===== src/rtl/key_event_multi_pkg.sv =====
// Shared types and defaults for the multi-key event front-end.
// Holds channel state encodings, timing defaults and width helpers.
package key_event_multi_pkg;

  typedef enum logic [2:0] {
    KS_LOCKOUT,
    KS_IDLE,
    KS_HELD,
    KS_LONG_HELD,
    KS_GAP,
    KS_SECOND
  } key_state_t;

  localparam int unsigned DEF_DEB_CYC    = 1000000;
  localparam int unsigned DEF_LONG_CYC   = 100000000;
  localparam int unsigned DEF_DBL_GAP    = 15000000;
  localparam int unsigned DEF_REPEAT_CYC = 10000000;
  localparam int unsigned DEF_CNT_W      = 27;
  localparam int unsigned SYNC_STAGES    = 2;

  function automatic int unsigned bits_for(input int unsigned v);
    int unsigned n;
    n = 1;
    for (int i = 1; i < 32; i++) begin
      if ((v >> i) != 0) n = i + 1;
    end
    return n;
  endfunction

  function automatic int unsigned max2(input int unsigned a,
                                       input int unsigned b);
    return (a > b) ? a : b;
  endfunction

endpackage


===== src/rtl/key_event_chan.sv =====
// One key channel: 2-FF sync, debounce and press classifier FSM.
// Build option KEY_REPEAT_EN adds auto-repeat long pulses while held.
module key_event_chan
  import key_event_multi_pkg::*;
#(
  parameter int unsigned DEB_CYC  = DEF_DEB_CYC,
  parameter int unsigned LONG_CYC = DEF_LONG_CYC,
  parameter int unsigned DBL_GAP  = DEF_DBL_GAP,
  parameter int unsigned CNT_W    = DEF_CNT_W
`ifdef KEY_REPEAT_EN
  ,
  parameter int unsigned REPEAT_CYC = DEF_REPEAT_CYC
`endif
) (
  input  logic sysclk,
  input  logic rst,
  input  logic key_n,
  output logic key_level,
  output logic short_pulse,
  output logic long_pulse,
  output logic double_pulse
);

  localparam logic [CNT_W-1:0] DEB_LAST  = CNT_W'(DEB_CYC - 1);
  localparam logic [CNT_W-1:0] LONG_LAST = CNT_W'(LONG_CYC - 1);
  localparam logic [CNT_W-1:0] GAP_LAST  =
    CNT_W'((DBL_GAP == 0) ? 0 : DBL_GAP - 1);
  localparam logic [CNT_W-1:0] LOCK_WAIT = CNT_W'(SYNC_STAGES);
`ifdef KEY_REPEAT_EN
  localparam logic [CNT_W-1:0] REP_LAST  = CNT_W'(REPEAT_CYC - 1);
`endif

  logic [1:0]       sync_q, sync_d;
  logic             level_q, level_d;
  logic [CNT_W-1:0] deb_q, deb_d;
  logic [CNT_W-1:0] tmr_q, tmr_d;
  logic [CNT_W-1:0] tmr_inc;
  key_state_t       st_q, st_d;
  logic             press_s;

  assign sync_d    = {sync_q[0], key_n};
  assign press_s   = ~sync_q[1];
  assign key_level = level_q;
  assign tmr_inc   = (&tmr_q) ? tmr_q : tmr_q + 1'b1;

  always_ff @(posedge sysclk or posedge rst) begin
    if (rst) begin
      sync_q  <= 2'b11;
      level_q <= 1'b0;
      deb_q   <= '0;
      tmr_q   <= '0;
      st_q    <= KS_LOCKOUT;
    end else begin
      sync_q  <= sync_d;
      level_q <= level_d;
      deb_q   <= deb_d;
      tmr_q   <= tmr_d;
      st_q    <= st_d;
    end
  end

  always_comb begin
    level_d = level_q;
    deb_d   = '0;
    if (press_s != level_q) begin
      if (deb_q == DEB_LAST) begin
        level_d = ~level_q;
      end else begin
        deb_d = deb_q + 1'b1;
      end
    end
  end

  // Lockout also waits for the preset sync chain to flush,
  // so a key held through reset is seen before leaving it.
  always_comb begin
    st_d         = st_q;
    tmr_d        = tmr_q;
    short_pulse  = 1'b0;
    long_pulse   = 1'b0;
    double_pulse = 1'b0;
    unique case (st_q)
      KS_LOCKOUT: begin
        tmr_d = tmr_inc;
        if (tmr_q >= LOCK_WAIT && !level_q && !press_s) begin
          st_d  = KS_IDLE;
          tmr_d = '0;
        end
      end
      KS_IDLE: begin
        tmr_d = '0;
        if (level_q) st_d = KS_HELD;
      end
      KS_HELD: begin
        tmr_d = tmr_inc;
        if (tmr_q == LONG_LAST) begin
          long_pulse = 1'b1;
          st_d       = KS_LONG_HELD;
          tmr_d      = '0;
        end else if (!level_q) begin
          tmr_d = '0;
          if (DBL_GAP == 0) begin
            short_pulse = 1'b1;
            st_d        = KS_IDLE;
          end else begin
            st_d = KS_GAP;
          end
        end
      end
      KS_LONG_HELD: begin
`ifdef KEY_REPEAT_EN
        tmr_d = tmr_inc;
        if (!level_q) begin
          st_d  = KS_IDLE;
          tmr_d = '0;
        end else if (tmr_q == REP_LAST) begin
          long_pulse = 1'b1;
          tmr_d      = '0;
        end
`else
        tmr_d = '0;
        if (!level_q) st_d = KS_IDLE;
`endif
      end
      KS_GAP: begin
        tmr_d = tmr_inc;
        if (tmr_q == GAP_LAST) begin
          short_pulse = 1'b1;
          st_d        = KS_IDLE;
          tmr_d       = '0;
        end else if (level_q) begin
          double_pulse = 1'b1;
          st_d         = KS_SECOND;
          tmr_d        = '0;
        end
      end
      KS_SECOND: begin
        tmr_d = '0;
        if (!level_q) st_d = KS_IDLE;
      end
      default: begin
        st_d  = KS_LOCKOUT;
        tmr_d = '0;
      end
    endcase
  end

endmodule


===== src/rtl/key_event_multi.sv =====
// N-channel key front-end: short/long/double press event pulses.
// Build option KEY_REPEAT_EN adds REPEAT_CYC auto-repeat of long.
module key_event_multi
  import key_event_multi_pkg::*;
#(
  parameter int unsigned NUM_KEYS = 2,
  parameter int unsigned DEB_CYC  = DEF_DEB_CYC,
  parameter int unsigned LONG_CYC = DEF_LONG_CYC,
  parameter int unsigned DBL_GAP  = DEF_DBL_GAP,
  parameter int unsigned CNT_W    = DEF_CNT_W
`ifdef KEY_REPEAT_EN
  ,
  parameter int unsigned REPEAT_CYC = DEF_REPEAT_CYC
`endif
) (
  input  logic                sysclk,
  input  logic                rst,
  input  logic [NUM_KEYS-1:0] key_n,
  output logic [NUM_KEYS-1:0] key_level,
  output logic [NUM_KEYS-1:0] short_pulse,
  output logic [NUM_KEYS-1:0] long_pulse,
  output logic [NUM_KEYS-1:0] double_pulse
);

`ifdef KEY_REPEAT_EN
  localparam int unsigned MAX_CYC =
    max2(max2(DEB_CYC, LONG_CYC), max2(DBL_GAP, REPEAT_CYC));
`else
  localparam int unsigned MAX_CYC =
    max2(max2(DEB_CYC, LONG_CYC), DBL_GAP);
`endif
  localparam int unsigned NEED_W = bits_for(MAX_CYC);

  if (CNT_W < NEED_W) begin : g_cnt_w_chk
    $error("key_event_multi: CNT_W too narrow for timing params");
  end

  for (genvar i = 0; i < NUM_KEYS; i++) begin : g_chan
    key_event_chan #(
      .DEB_CYC   (DEB_CYC),
      .LONG_CYC  (LONG_CYC),
      .DBL_GAP   (DBL_GAP),
      .CNT_W     (CNT_W)
`ifdef KEY_REPEAT_EN
      ,
      .REPEAT_CYC(REPEAT_CYC)
`endif
    ) u_chan (
      .sysclk      (sysclk),
      .rst         (rst),
      .key_n       (key_n[i]),
      .key_level   (key_level[i]),
      .short_pulse (short_pulse[i]),
      .long_pulse  (long_pulse[i]),
      .double_pulse(double_pulse[i])
    );
  end

endmodule

===== config.mk =====
export PLATFORM = sky130hd
export DESIGN_NAME = key_event_multi
export DESIGN_NICKNAME = d
export VERILOG_FILES = /design/src/rtl/key_event_multi_pkg.sv /design/src/rtl/key_event_chan.sv /design/src/rtl/key_event_multi.sv
export SDC_FILE = /design/constraint.sdc
export NUM_CORES = 1
export LEC_CHECK = 0
export BUFFER_PORTS_ARGS = -buffer_cell sky130_fd_sc_hd__buf_2
export CELL_PAD_IN_SITES_DETAIL_PLACEMENT = 2
export CELL_PAD_IN_SITES_GLOBAL_PLACEMENT = 2
export CORE_ASPECT_RATIO = 1.5
export CORE_MARGIN = 2
export CORE_UTILIZATION = 27
export DETAILED_ROUTE_END_ITERATION = 8
export PLACE_DENSITY_LB_ADDON = 0.1
export SLEW_MARGIN = 20
export SYNTH_ARGS = -nofsm -noshare
export SYNTH_HDL_FRONTEND = slang
export SYNTH_HIERARCHICAL = 1
export SYNTH_SLANG_ARGS = --single-unit

===== constraint.sdc =====
create_clock -name sysclk -period 2.4 [get_ports sysclk]
set_input_delay 0.6 -clock sysclk [delete_from_list [all_inputs] [get_ports sysclk]]
set_output_delay 0.6 -clock sysclk [all_outputs]
set_load 0.1 [all_outputs]

==> results.yml, run 1 <==
run_status:
  status: "finished, violations left"
  violations: "negative setup slack"
placement:
  post-place-ws_ps: -451.7
  hpwlAfterDp_mm: 14.34
  place_congestion: 0.7524
  place_area_um2: 7739
  numPortBuffers: 11
clock_network:
  root_buffer: "clkbuf_16"
  cts.sinks: 120
  cts_tree: "yes"
  clk_latency_ps: 430
  cts.path.max_buffers: 2
  path_clk_slew_ps: 60
  htreeDepth: 4
  cts_inserted_buffers: 17
cells_and_area:
  nFillCells: 2510
  layout_common_cells: "nor2_1, dfrtp_1, buf_4"
  mostFrequentLayoutCell: "nor2_1"
  syn_to_final_growth_pct: 43.20
  diodes: 0
  drive_gt1_frac: 0.3070
  postLayoutCellArea_um2: 9062
  nNetsFinal: 844
drt:
  drt_iter0_markers: 165
  via_count: 5712
  routed_via_density: 4.916
  avgRoutedWirePerCell_um: 18.31
  wl_mm: 21.28
  drc: 0
  ant_nets: 0
  dr.pass1.iters: 4
sta:
  fin_skew_ps: 8.403
  max_freq_mhz: 305.6
  worst_pin_slew_ps: 601.8
  finalCriticalPeriod_ps: 3272
  fin_setup_tns_ps: -30590
  rsz0062_at_grt: "true"
  hold_ws_ps: 122.8
  maxSlewViolCount: 0
  final-hold-violation-count: 0
  worst_slack_ps: -872.1
  setup_viol: 63
  period_share: 1.363
  slew_headroom: 0.5988
yosys:
  syn-num-nets: 694
  postSynthCellCount: 684
  syn_area_um2: 6329
  synth_cell_types: 40
  synth_edf_count: 0
  syn_avg_cell_area_um2: 9.252
  ys_seq_elements: 120
  synth_ff_type: "dfrtp_1"
  yosysWarnings: 6
  ys_seq_area_frac: 0.4753
  synthArstFlopShare: 1.000
critical_path:
  crit_path_start_kind: "flop"
  cp_max_fo: 2
  cp_top_family: "simple AND/OR/NAND/NOR gates"
  crit_path_cell_trace: "or4_4 > or3_4 > or4_4 > nor4_4 > buf_12"
  reg2reg_depth: 13
  required_ps: 1800
  reg2reg_from: "g_chan[1].u_chan/tmr_q[19]$_DFF_PP0_"
  worstSetupPathType: "reg2out"
  cpPeakStageDelay_ps: 570
  reg2reg_slack_ps: -760
  worstReg2RegEnd: "g_chan[1].u_chan/tmr_q[1]$_DFF_PP0_"
  cp_common_cell: "or4_4"
  critPathBufInv: 1
  critPathArrivalTime_ps: 2670
  cpMaxStageDelayCell: "or4_4"
  end_kind: "output pin"
power_and_ir_drop:
  peakVddDrop_v: 0.0004843
  power.total_w: 0.006040
  p_per_area_nw_per_um2: 666.5
  p_leak_nw: 3.760
floorplan:
  pin_count: 12
  initial_core_util: 0.2745
  core_um2: 23060
  dieHeight_um: 191.5
  die_w_um: 129.0
  die-area_um2: 24710
  num_rows: 68
global_route:
  grt_usage: 0.1833
  antenna_found_initial: 0
  grt_pass1_wl_mm: 34.96
  grt_pass1_vias: 6584
  grt_max_degree: 61
  grt_overflow: 0
flow_run:
  maxCapViolCount: 0
min_path:
  hp-class: "in2async"
-- synthesized netlist by cell type, types with 4 or more instances --
| cell type | instances | share of area |
|---|---|---|
| nor2_1 | 150 | 0.089 |
| dfrtp_1 | 116 | 0.46 |
| nand3_1 | 50 | 0.040 |
| xnor2_1 | 46 | 0.064 |
| xor2_1 | 46 | 0.064 |
| nor3_1 | 44 | 0.035 |
| nand2_1 | 40 | 0.024 |
| nand4_1 | 24 | 0.024 |
| and4_1 | 22 | 0.030 |
| inv_1 | 16 | 0.0095 |
| clkbuf_1 | 14 | 0.0083 |
| nor4_1 | 12 | 0.012 |
| and3_1 | 10 | 0.0099 |
| nor4b_1 | 8 | 0.011 |
| or3_1 | 8 | 0.0079 |
| a21oi_1 | 6 | 0.0047 |
| and2_1 | 6 | 0.0059 |
| ha_1 | 6 | 0.012 |
| nand2b_1 | 6 | 0.0059 |
| or4_1 | 6 | 0.0071 |
| a2bb2oi_2 | 4 | 0.0095 |
| buf_6 | 4 | 0.0071 |
| dfstp_2 | 4 | 0.017 |
| or2_2 | 4 | 0.0040 |
-- worst reg2reg max path, stage by stage, from the launching register on --
cell	delay, ps
dfrtp_1	390
or4_4	570
or3_4	350
buf_4	140
buf_6	100
buf_6	100
buf_6	100
buf_6	110
o41a_1	440
a2bb2oi_4	210
a2bb2oi_4	180
buf_6	150
buf_12	140
a211oi_1	60
-- worst max path at each step --
stage,slack (ps),end,from,depth (start not counted)
after floorplan,-980,long_pulse[0],g_chan[0].u_chan/tmr_q[12]$_DFF_PP0_,4
after global placement,-430,long_pulse[1],g_chan[1].u_chan/tmr_q[12]$_DFF_PP0_,5
after detailed placement,-450,long_pulse[1],g_chan[1].u_chan/tmr_q[12]$_DFF_PP0_,5
after CTS,-840,long_pulse[1],g_chan[1].u_chan/tmr_q[19]$_DFF_PP0_,5
after global routing,-930,long_pulse[1],g_chan[1].u_chan/tmr_q[19]$_DFF_PP0_,5
final,-870,long_pulse[1],g_chan[1].u_chan/tmr_q[19]$_DFF_PP0_,5
-- registers in the layout (all words and copies together) (netlist names) --
name and flops:
g_chan.u_chan/deb_q 54, g_chan.u_chan/st_q 6, g_chan.u_chan/key_level 2, g_chan.u_chan/tmr_q 54, g_chan.u_chan/sync_q 4
-- power by group --
| group | switching [W] | internal [W] | leakage, nW |
|---|---|---|---|
| sequential | 0.000117 | 0.00208 | 1.65 |
| clock | 0.00110 | 0.00146 | 0.279 |
| combinational | 0.000614 | 0.000666 | 1.84 |
| total | 0.00183 | 0.00421 | 3.76 |
-- cell families (layout without fill, tap and decap cells) --
group / count (synthesis) / after routing / synth area share
simple gates: 402 / 402 / 0.3211
flops: 120 / 120 / 0.4753
xor+xnor: 92 / 92 / 0.1273
buf+inv: 36 / 199 / 0.02610
compound gates: 26 / 26 / 0.03519
fa+ha+maj: 6 / 6 / 0.01186
mux: 2 / 2 / 0.003163
-- per-stage QoR --
step	utilization	instances
2_1_floorplan	-	684
3_3_place_gp	0.3356	1094
3_5_place_dp	0.3356	1094
4_1_cts	0.3794	1151
5_1_grt	0.3930	1162
6_report	0.3930	1162
-- routing by layer --
| layer | global-route usage | up-vias | part of all wire |
|---|---|---|---|
| li1 | - | 2673 | - |
| met1 | 0.1968 | 2960 | 0.38 |
| met2 | 0.3535 | 50 | 0.58 |
| met3 | 0.03359 | 29 | 0.017 |
| met4 | 0.06187 | 0 | 0.020 |
| met5 | 0 | - | 0 |
-- timing repair --
item / CTS / global route
pin swaps: 13 / 21
setup endpoints to repair: 62 / 64
hold buffers: 0 / 0
gates cloned: 5 / 1
hold endpoints to repair: 0 / 0
gates resized for setup: 37 / 55
buffers inserted: 20 / 13
-- final cells by class --
cell class | instances | area (um2) | area share
Inverter | 16 | 60.06 | 0.006627
Timing Repair Buffer | 151 | 1458 | 0.1608
Tap cell | 315 | 394.1 | 0.04349
Clock inverter | 15 | 152.6 | 0.01684
Multi-Input combinational cell | 528 | 3562 | 0.3931
Sequential cell | 120 | 3010 | 0.3322
Clock buffer | 17 | 425.4 | 0.04694
Note: power is estimated with default switching activity, not from simulation.
==> run 2, diff against run 1 <==
--- a/config.mk
+++ b/config.mk
@@ -6,11 +6,11 @@
 export NUM_CORES = 1
 export LEC_CHECK = 0
 export BUFFER_PORTS_ARGS = -buffer_cell sky130_fd_sc_hd__buf_2
-export CELL_PAD_IN_SITES_DETAIL_PLACEMENT = 2
+export CELL_PAD_IN_SITES_DETAIL_PLACEMENT = 0
 export CELL_PAD_IN_SITES_GLOBAL_PLACEMENT = 2
 export CORE_ASPECT_RATIO = 1.5
 export CORE_MARGIN = 2
-export CORE_UTILIZATION = 27
+export CORE_UTILIZATION = 37
 export DETAILED_ROUTE_END_ITERATION = 8
 export PLACE_DENSITY_LB_ADDON = 0.1
 export SLEW_MARGIN = 20
==> results.yml, run 2 (synthesized netlist as in run 1, its figures left out) <==
sta:
  max_freq_mhz: 314.9
  maxSlewViolCount: 0
  worst_slack_ps: -775.2
  final-hold-violation-count: 0
  period_share: 1.323
  rsz0062_at_grt: "true"
  slew_headroom: 0.5891
  worst_pin_slew_ps: 611.7
  fin_skew_ps: 7.957
  setup_viol: 63
  finalCriticalPeriod_ps: 3175
cells_and_area:
  diodes: 0
  nFillCells: 1572
  final_cells: 1039
  syn_to_final_growth_pct: 37.84
  nNetsFinal: 827
  mostFrequentLayoutCell: "nor2_1"
  layout_common_cells: "nor2_1, dfrtp_1, buf_4"
  drive_gt1_frac: 0.2714
  reg_top3: "g_chan.u_chan/deb_q: 54 flops, g_chan.u_chan/tmr_q: 54 flops, g_chan.u_chan/st_q: 6 flops"
placement:
  dp.cells: 985
  post-place-ws_ps: -424.0
  place_congestion: 0.8271
  numPortBuffers: 11
  hpwlAfterDp_mm: 10.73
critical_path:
  cp_max_fo: 3
  end_kind: "output pin"
  worstSetupPathType: "reg2out"
  required_ps: 1800
  crit_path_start_kind: "flop"
  critPathArrivalTime_ps: 2580
global_route:
  grt_max_degree: 61
  grt_pass1_vias: 5507
  use_met2: 0.3452
  grt_overflow: 0
  grt_usage: 0.1872
  met3_usage: 0.03358
  grt_pass1_wl_mm: 27.11
  grt.met1_usage: 0.2124
  grt_busiest_layer: "met2"
  antenna_found_initial: 0
drt:
  avgRoutedWirePerCell_um: 15.47
  dr.pass1.iters: 4
  via_count: 5361
  drc: 0
  ant_nets: 0
  routed_via_density: 5.160
  drt_iter0_markers: 198
  wl_mm: 16.07
floorplan:
  core_um2: 16760
  die-area_um2: 18190
  dieHeight_um: 164.2
  initial_core_util: 0.3775
  die_w_um: 110.8
  num_rows: 58
  pin_count: 12
clock_network:
  path_clk_slew_ps: 60
  htreeDepth: 4
  root_buffer: "clkbuf_16"
  cts.sinks: 120
  clk_latency_ps: 410
  cts_hold_buf: 0
  cts_tree: "yes"
  cts_inserted_buffers: 17
  cts.path.max_buffers: 2
power_and_ir_drop:
  p_leak_nw: 3.692
  peakVddDrop_v: 0.0005680
  p_per_area_nw_per_um2: 709.1
  power.total_w: 0.006186
run_status:
  violations: "negative setup slack"
  status: "finished, violations left"
flow_run:
  maxCapViolCount: 0
min_path:
  hp-class: "in2async"
-- run 2: final cells by class --
| type | instances | area (um2) | area share |
|---|---|---|---|
| tap | 210 | 262.8 | 0.03012 |
| sequential | 120 | 3010 | 0.3451 |
| clock inverter | 13 | 226.5 | 0.02596 |
| clock buffer | 18 | 429.2 | 0.04920 |
| multi-input combinational | 528 | 3450 | 0.3954 |
| timing repair buffer | 134 | 1285 | 0.1473 |
| inverter | 16 | 60.06 | 0.006885 |
-- run 2: report_power, final --
part	switching [W]	internal, W
Sequential	0.0000809	0.00208
Combinational	0.000559	0.000606
Clock	0.000924	0.00194
Total	0.00156	0.00462
-- run 2: critical path: stages (launching register included) --
cell and delay (ps):
dfrtp_1 380, or4_1 530, or3_4 380, or4_4 460
nor4_4 200, buf_12 210
-- run 2: per-layer routing --
metal  vias to the layer above  share of wire
met2                        64           0.54
met4                         0          0.022
met5                         -              0
li1                       2646              -
met1                      2630           0.42
met3                        21          0.024
-- run 2: worst paths after layout --
kind,endpoint,startpoint,slack [ps],cells after the start
max,long_pulse[1],g_chan[1].u_chan/tmr_q[12]$_DFF_PP0_,-780,5
min,g_chan[1].u_chan/deb_q[23]$_DFF_PP0_,rst,180,2
max reg2reg,g_chan[1].u_chan/tmr_q[14]$_DFF_PP0_,g_chan[1].u_chan/tmr_q[12]$_DFF_PP0_,-480,11
min reg2reg,g_chan[1].u_chan/sync_q[1]$_DFF_PP1_,g_chan[1].u_chan/sync_q[0]$_DFF_PP1_,360,0
max in group asynchronous,g_chan[1].u_chan/sync_q[1]$_DFF_PP1_,rst,1580,3
min in group sysclk,g_chan[1].u_chan/sync_q[0]$_DFF_PP1_,key_n[1],290,1
-- run 2: timing repair --
action                                  CTS  global route
cloned                                    6             0
setup buffers                            16             5
pin swaps                                12             5
gates resized for setup                  44            18
endpoints found under the setup margin   62            62
-- run 2: stage by stage --
step	util	hold slack, ps	cell area (um2)	setup TNS (ps)
6_report	0.5204	177.2	8723	-25060
5_1_grt	0.5204	189.8	8723	-30090
4_1_cts	0.5162	173.8	8653	-25940
3_5_place_dp	0.4513	348.4	7565	-12180
3_3_place_gp	0.4513	347.2	7565	-10680
2_1_floorplan	-	345.2	6494	-3757
==> run 3, diff against run 2 <==
--- a/config.mk
+++ b/config.mk
@@ -10,11 +10,11 @@
 export CELL_PAD_IN_SITES_GLOBAL_PLACEMENT = 2
 export CORE_ASPECT_RATIO = 1.5
 export CORE_MARGIN = 2
-export CORE_UTILIZATION = 37
+export CORE_UTILIZATION = 38
+export CTS_BUF_LIST = sky130_fd_sc_hd__clkbuf_4
 export DETAILED_ROUTE_END_ITERATION = 8
 export PLACE_DENSITY_LB_ADDON = 0.1
 export SLEW_MARGIN = 20
 export SYNTH_ARGS = -nofsm -noshare
 export SYNTH_HDL_FRONTEND = slang
-export SYNTH_HIERARCHICAL = 1
 export SYNTH_SLANG_ARGS = --single-unit
==> results.yml, run 3 <==
floorplan:
  initial_core_util: 0.3897
  dieHeight_um: 164.9
  die_w_um: 111.3
  num_rows: 58
  core_um2: 16840
  die-area_um2: 18360
  pin_count: 12
drt:
  routed_via_density: 5.198
  dr.pass1.iters: 4
  avgRoutedWirePerCell_um: 15.28
  drc: 0
  drt_iter0_markers: 213
  wl_mm: 15.14
  via_count: 5151
  ant_nets: 0
clock_network:
  htreeDepth: 4
  cts_tree: "yes"
  cts.path.max_buffers: 2
  cts_inserted_buffers: 17
  path_clk_slew_ps: 120
  cts_hold_buf: 0
  root_buffer: "clkbuf_4"
  cts.sinks: 120
  clk_latency_ps: 540
flow_run:
  maxCapViolCount: 0
power_and_ir_drop:
  p_leak_nw: 3.206
  p_per_area_nw_per_um2: 517.3
  power.total_w: 0.004097
  peakVddDrop_v: 0.0002632
global_route:
  antenna_found_initial: 1
  grt_max_degree: 121
  grt_pass1_vias: 5335
  grt_overflow: 0
  grt_usage: 0.1758
  grt_pass1_wl_mm: 26.06
yosys:
  syn-num-nets: 692
  synth_common_cells: "dfrtp_1, nor2_1, xor2_1"
  netlist_top_cells_area: "dfrtp_1, xor2_1, nor2_1, xnor2_1, nand4_1"
  postSynthCellCount: 682
  synthArstFlopShare: 1.000
  yosysWarnings: 0
  synth_ff_type: "dfrtp_1"
  ys_seq_area_frac: 0.4584
  synth_edf_count: 0
  netlist.area_leader.share: 0.4424
  syn_area_um2: 6561
  synth_cell_types: 52
  syn_avg_cell_area_um2: 9.621
  synth_most_common_cell: "dfrtp_1"
  ys_seq_elements: 120
  yosys.area.top_type: "dfrtp_1"
sta:
  max_freq_mhz: 344.8
  final-hold-violation-count: 0
  period_share: 1.208
  setup_viol: 21
  worst_pin_slew_ps: 670.1
  fin_skew_ps: 20.73
  finalCriticalPeriod_ps: 2900
  slew_headroom: 0.5533
  maxSlewViolCount: 0
  worst_slack_ps: -500.0
  rsz0062_at_grt: "true"
cells_and_area:
  mostFrequentLayoutCell: "dfrtp_1"
  layout_common_cells: "dfrtp_1, nor2_1, buf_4"
  syn_to_final_growth_pct: 20.71
  drive_gt1_frac: 0.2359
  reg_top3: "g_chan.u_chan.deb_q: 54 flops, g_chan.u_chan.tmr_q: 54 flops, g_chan.u_chan.st_q: 6 flops"
  nNetsFinal: 777
  final_cells: 991
critical_path:
  critPathArrivalTime_ps: 2300
  cp_max_fo: 2
  reg2reg_depth: 8
  crit_path_start_kind: "flop"
  worstSetupPathType: "reg2out"
  required_ps: 1800
  end_kind: "output pin"
min_path:
  hp-class: "in2reg"
  hold_depth: 1
placement:
  numPortBuffers: 11
  dp.cells: 945
  hpwlAfterDp_mm: 10.19
  place_congestion: 0.7734
run_status:
  status: "finished, violations left"
  violations: "negative setup slack"
[run 3: layer usage]
metal	GRT usage	vias to the layer above	routed length [um]
met2	0.3140	52	7927
li1	-	2558	-
met1	0.2092	2527	6684
met5	0	-	0
met4	0.05836	0	193
met3	0.04037	14	332
[run 3: logic make-up after synthesis]
kind of cell    Yosys count  share of synthesized area
simple gates            379                     0.3213
flops                   120                     0.4584
xor+xnor                 94                     0.1255
buf+inv                  46                    0.04157
compound gates           34                    0.03719
fa+ha+maj                 6                    0.01144
mux                       3                   0.004577
[run 3: power breakdown]
| part | switching [W] | leakage (nW) | internal, W |
|---|---|---|---|
| clock network | 0.000812 | 0.146 | 0.000703 |
| logic | 0.000270 | 1.41 | 0.000237 |
| registers | 0.0000253 | 1.65 | 0.00205 |
| total | 0.00111 | 3.21 | 0.00299 |
[run 3: repair_timing]
action	4_1_cts	5_1_grt
setup buffers	11	0
gates resized for setup	34	5
cloned	2	0
endpoints found under the setup margin	30	34
pin swaps	28	8
[run 3: cell type report]
cell class / count / area, um2
Timing Repair Buffer: 94 / 868.3
Tap cell: 210 / 262.8
Antenna cell: 1 / 2.502
Fill cell: 1628 / 8916
Clock buffer: 17 / 127.6
Inverter: 16 / 63.81
Sequential cell: 120 / 3009
Clock inverter: 15 / 160.2
Multi-Input combinational cell: 518 / 3426
[run 3: worst max-delay path: stages (launching register included)]
cell,delay (ps)
dfrtp_1,400
or4_4,580
nor3_4,140
nand4_1,140
nor4_2,180
buf_4,160
buf_12,160
[run 3: path summary, 6_finish.rpt]
kind / startpoint / end / slack (ps)
worst max register to register: g_chan[1].u_chan.tmr_q[10]$_DFF_PP0_ / g_chan[1].u_chan.tmr_q[0]$_DFF_PP0_ / -90
worst min register to register: g_chan[1].u_chan.sync_q[0]$_DFF_PP1_ / g_chan[1].u_chan.sync_q[1]$_DFF_PP1_ / 360
max in group asynchronous: rst / g_chan[1].u_chan.tmr_q[14]$_DFF_PP0_ / 1650
worst max-delay path: g_chan[1].u_chan.tmr_q[10]$_DFF_PP0_ / short_pulse[1] / -500
min in group asynchronous: rst / g_chan[0].u_chan.tmr_q[1]$_DFF_PP0_ / 240
worst min-delay path: key_n[0] / g_chan[0].u_chan.sync_q[0]$_DFF_PP1_ / 140
[run 3: through the flow]
| stage | setup TNS (ps) | instance area, um2 | setup slack [ps] | hold slack, ps | util |
|---|---|---|---|---|---|
| 2_1_floorplan | -5.591 | 6598 | -5.591 | 345.2 | - |
| 4_1_cts | -3547 | 7900 | -548.8 | 93.06 | 0.4692 |
| 6_report | -3092 | 7920 | -500.0 | 143.9 | 0.4704 |
| 3_5_place_dp | -1961 | 7362 | -259.6 | 346.8 | 0.4373 |
| 3_3_place_gp | -1016 | 7362 | -133.0 | 347.2 | 0.4373 |
| 5_1_grt | -5864 | 7920 | -640.3 | 87.22 | 0.4704 |
